==> config.mk <==
export PLATFORM = sky130hd
export DESIGN_NAME = fifo_wr_ctrl
export DESIGN_NICKNAME = d
export VERILOG_FILES = /design/src/rtl/fifo_wr_ctrl.sv
export SDC_FILE = /design/constraint.sdc
export NUM_CORES = 1
export LEC_CHECK = 0
export ABC_CLOCK_PERIOD_IN_PS = 5200
export CORE_ASPECT_RATIO = 1.75
export CORE_MARGIN = 4
export CORE_UTILIZATION = 45
export CTS_CLUSTER_SIZE = 14
export DETAILED_ROUTE_END_ITERATION = 12
export PLACE_DENSITY_LB_ADDON = 0.15
export SETUP_SLACK_MARGIN = 0.2
export SLEW_MARGIN = 20
export SYNTH_ARGS = -nofsm -noshare
export SYNTH_HDL_FRONTEND = slang
export SYNTH_SLANG_ARGS = --single-unit
==> constraint.sdc <==
create_clock -name wr_clk -period 5.2 [get_ports wr_clk]
set_input_delay 1.04 -clock wr_clk [delete_from_list [all_inputs] [get_ports wr_clk]]
set_output_delay 1.04 -clock wr_clk [all_outputs]
set_load 0.005 [all_outputs]
==> src/rtl/fifo_wr_ctrl.sv <==
// Write-side pointer/flag controller for the async FIFO: binary+Gray write pointer, read-pointer sync, full/level flags.
// Latency: wr_en/wr_addr combinational to the memory; flags update one edge after a write, SYNC_STAGES+1 edges after a read advance.
// Backpressure: full (registered) blocks writes; a request while full is dropped and latches the sticky overflow flag.
//
// Ports:
//   wr_clk, wr_rst      write-domain clock, synchronous active-high reset
//   wr_req, ovf_clr     upstream write request, sticky-overflow clear
//   rd_ptr_gray         read pointer (Gray) from the read domain, asynchronous
//   wr_en, wr_addr      memory write enable and address
//   full, almost_full   registered occupancy flags
//   wr_level            registered occupancy 0..DEPTH as seen from the write side
//   wr_ptr_gray         registered Gray write pointer toward the read domain
//   overflow            sticky: request seen while full
module fifo_wr_ctrl #(
  parameter int DEPTH              = 16,
  parameter int ALMOST_FULL_THRESH = 14,
  parameter int SYNC_STAGES        = 2,
  localparam int ADDRSIZE          = $clog2(DEPTH),
  localparam int PTRSIZE           = ADDRSIZE + 1
) (
  input  logic                wr_clk,
  input  logic                wr_rst,
  input  logic                wr_req,
  input  logic                ovf_clr,
  input  logic [PTRSIZE-1:0]  rd_ptr_gray,
  output logic                wr_en,
  output logic [ADDRSIZE-1:0] wr_addr,
  output logic                full,
  output logic                almost_full,
  output logic [PTRSIZE-1:0]  wr_level,
  output logic [PTRSIZE-1:0]  wr_ptr_gray,
  output logic                overflow
);

  localparam logic [PTRSIZE-1:0] AF_THRESH = PTRSIZE'(ALMOST_FULL_THRESH);

  logic [PTRSIZE-1:0] wbin;
  logic [PTRSIZE-1:0] wbin_next;
  logic [PTRSIZE-1:0] gray_next;
  logic [PTRSIZE-1:0] sync_q [SYNC_STAGES];
  logic [PTRSIZE-1:0] rq_sync;
  logic [PTRSIZE-1:0] rbin_sync;
  logic [PTRSIZE-1:0] level_next;
  logic [PTRSIZE-1:0] full_pattern;
  logic               ovf_set;

  // Reset gates the enable so the memory never sees a write during reset.
  assign wr_en   = wr_req & ~full & ~wr_rst;
  assign wr_addr = wbin[ADDRSIZE-1:0];
  assign ovf_set = wr_req & full;

  // Read pointer crosses into this domain only through this flop chain.
  always_ff @(posedge wr_clk) begin
    if (wr_rst) begin
      for (int i = 0; i < SYNC_STAGES; i++) sync_q[i] <= '0;
    end else begin
      sync_q[0] <= rd_ptr_gray;
      for (int i = 1; i < SYNC_STAGES; i++) sync_q[i] <= sync_q[i-1];
    end
  end

  assign rq_sync = sync_q[SYNC_STAGES-1];

  // Gray to binary: each binary bit is the XOR of all Gray bits at or above it.
  always_comb begin
    rbin_sync = '0;
    for (int i = 0; i < PTRSIZE; i++) rbin_sync[i] = ^(rq_sync >> i);
  end

  assign wbin_next  = wbin + {{(PTRSIZE-1){1'b0}}, wr_en};
  assign gray_next  = (wbin_next >> 1) ^ wbin_next;
  assign level_next = wbin_next - rbin_sync;

  // In Gray space "one lap ahead" means the top two bits inverted, rest equal.
  assign full_pattern = {~rq_sync[PTRSIZE-1:PTRSIZE-2], rq_sync[PTRSIZE-3:0]};

  always_ff @(posedge wr_clk) begin
    if (wr_rst) begin
      wbin        <= '0;
      wr_ptr_gray <= '0;
      full        <= 1'b0;
      almost_full <= 1'b0;
      wr_level    <= '0;
      overflow    <= 1'b0;
    end else begin
      wbin        <= wbin_next;
      wr_ptr_gray <= gray_next;
      full        <= (gray_next == full_pattern);
      almost_full <= (level_next >= AF_THRESH);
      wr_level    <= level_next;
      // A new overflow event wins over a simultaneous clear.
      if (ovf_set)      overflow <= 1'b1;
      else if (ovf_clr) overflow <= 1'b0;
    end
  end

endmodule

==> impl_metrics.toml <==
[timing]
fin_crit_sh_pct = 66.1
tightest_slew_ns = 0.295
grt_setup_unrepaired = "false"
hold_violations = 0
report.final.slew_viol_count = 0
fin_skew_ns = 0.00117
finalSetupViolCount = 0
min_period_ns = 3.44
fmax_mhz = 291
relSlewSlack_pct = 80.2
setup_tns_ns = 0

[yosys]
ys_async_sr_fraction_pct = 0
yosys_warnings = 0
syn-cell-area_um2 = 1130
synthCells = 111
syn-num-nets = 127
ys_ff_latch = 27
netlist_top_cells_area = "dfxtp_1, nor2b_1, xor2_1, ha_1, xnor2_1"
synth_seq_area_share_pct = 47.6
yosysUniqueCellTypes = 28
syn_avg_cell_area_um2 = 10.2
synth_top_area_share_pct = 47.6
yosysTopAreaCell = "dfxtp_1"
synth_flop_cell = "dfxtp_1"
synth_edf_count = 0

[outcome]
outcome = "complete, no violations"

[clock_network]
h-tree-depth = 1
cts_hold_buf = 0
cts_made_buffers = 3
cts_sinks = 27
postCtsSetupBuffers = 0
clk_path_buf_depth = 2
cts_tree = "done"
cts_resized = 0
cts_root_buf = "clkbuf_8"
clkTransAtPathRegs_ns = 0.08
clk_latency_ns = 0.27

[critical_path]
cp_data_required_time_ns = 5.36
path_max_fanout = 6
path_class = "in -> reg"
arrival_ns = 3.59
critPathLaunchType = "input pin"
cp-end-kind = "register"

[power]
ir_worst_vdd_uv = 226
p_switching_mw = 0.104
powerDensity_nw_per_um2 = 294
clockPowerShare_pct = 26.6
combPwrFrac_pct = 20.9
internal_power_mw = 0.327
power.leakage_nw = 0.602
power_mw = 0.432
switching_share_pct = 24.1
seq_power_share_pct = 52.5

[hold_path]
hold_path.class = "reg -> reg"

[detailed_routing]
routed_wl_um = 2010
dr.pass1.iters = 4
wl_per_cell_um = 12.3
num_vias = 817
drt-initial-drc-count = 7
drc = 0
ant_nets = 0
viasPerCell = 4.98

[layout]
drive_gt1_share_pct = 5.04
final_cells = 164
regArea_um2 = 541
finalInstanceArea_um2 = 1470
fin_nets = 156
antennaDiodeCount = 0
n_fill_cell = 190
area_growth_pct = 29.3
multi_input_area_um2 = 568

[die]
die_h_um = 74.4
die_w_um = 46.0
start_util_pct = 48.1
dieArea_um2 = 3420
pin_count = 27
rows = 23
core_um2 = 2360

[placed_design]
placed_cell_area_um2 = 1420
dp.cells = 160
hpwl_um = 1580
routabilityCongestion = 0.802
io_buffers = 26

[global_route]
grt_overflow = 0
grt_pass1_vias = 846
grt_pass1_wl_um = 3440
antenna_found_initial = 0
track_usage_pct = 13.6
grt_max_degree = 28

[flow_run]
cap_violations = 0
flip-flops by register name (all words and copies together), names as in the netlist:
signal	flops
overflow	1
wr_ptr_gray	5
full	1
sync_q	10
wr_level	5
almost_full	1
wbin	4
area by class of cell:
type	count	area share, %
multi-input combinational	77	38.7
sequential	27	36.8
timing repair buffer	27	18.2
clock buffer	4	3.07
tap	25	2.13
inverter	4	1.02
cells by family after synthesis:
kind of cell	count (synthesis)	share of synthesized area, %
compound gates	9	4.52
xor+xnor	19	16.5
fa+ha+maj	7	8.38
buf+inv	7	2.31
flops	27	47.6
mux	1	0.992
simple gates	41	19.6
power by group through the flow:
stage	sequential, mW	combinational, mW	clock, mW
2_1_floorplan	0.233	0.0487	0
3_3_place_gp	0.231	0.0895	0
3_5_place_dp	0.231	0.0912	0
4_1_cts	0.227	0.0923	0.120
5_1_grt	0.228	0.101	0.128
6_report	0.226	0.0901	0.115
cells in the mapped netlist, types with 2 or more instances:
| cell | number |
|---|---|
| a21oi_1 | 4 |
| ha_1 | 6 |
| nor2b_1 | 14 |
| xor2_1 | 9 |
| nor2_1 | 12 |
| clkbuf_1 | 3 |
| nand3_1 | 3 |
| dfxtp_1 | 27 |
| inv_1 | 4 |
| nand2_1 | 3 |
| nor3_1 | 2 |
| xnor2_1 | 8 |
critical path: stages:
cell             delay [ns]
clkdlybuf4s50_1        0.47
nor3b_1                0.25
ha_1                   0.26
ha_1                   0.32
xor2_2                 0.30
ha_1                   0.32
a21o_1                 0.18
a21oi_1                0.16
xor2_1                 0.19
a21oi_1                0.08
per-stage QoR:
step	util, %	hold WS [ns]	worst slack [ns]
after floorplan	-	0.414	1.66
after global placement	60.3	0.419	1.54
after detailed placement	60.3	0.429	1.48
after CTS	62.2	0.449	1.76
after global routing	62.2	0.470	1.52
final	62.2	0.444	1.76
worst paths after layout:
kind	end	slack (ns)	cells after the start	startpoint
worst min-delay path	sync_q[0][5]	0.44	1	sync_q[0][0]
worst max-delay path	almost_full	1.76	10	wr_req
worst max register to register	almost_full	2.67	9	full
worst min register to register	sync_q[0][5]	0.44	1	sync_q[0][0]
cells in the final DEF, fill, tap and decap left out, types with 2 or more instances in the layout:
cell and n:
nand2_1 3, dfxtp_1 27, nor2_1 12, inv_1 4
xor2_1 9, a21oi_1 4, nor2b_1 14, clkbuf_8 3
ha_1 6, nor3_1 2, nand3_1 3, clkdlybuf4s50_1 26
xnor2_1 8
metal layers:
metal,part of all wire (%),vias to the layer above,GRT usage (%)
li1,-,414,-
met3,4.5,9,2.66
met2,51,23,24.2
met1,39,371,14.0
met4,4.4,0,7.91
met5,0,-,0
(Power assumes the default switching activity.)
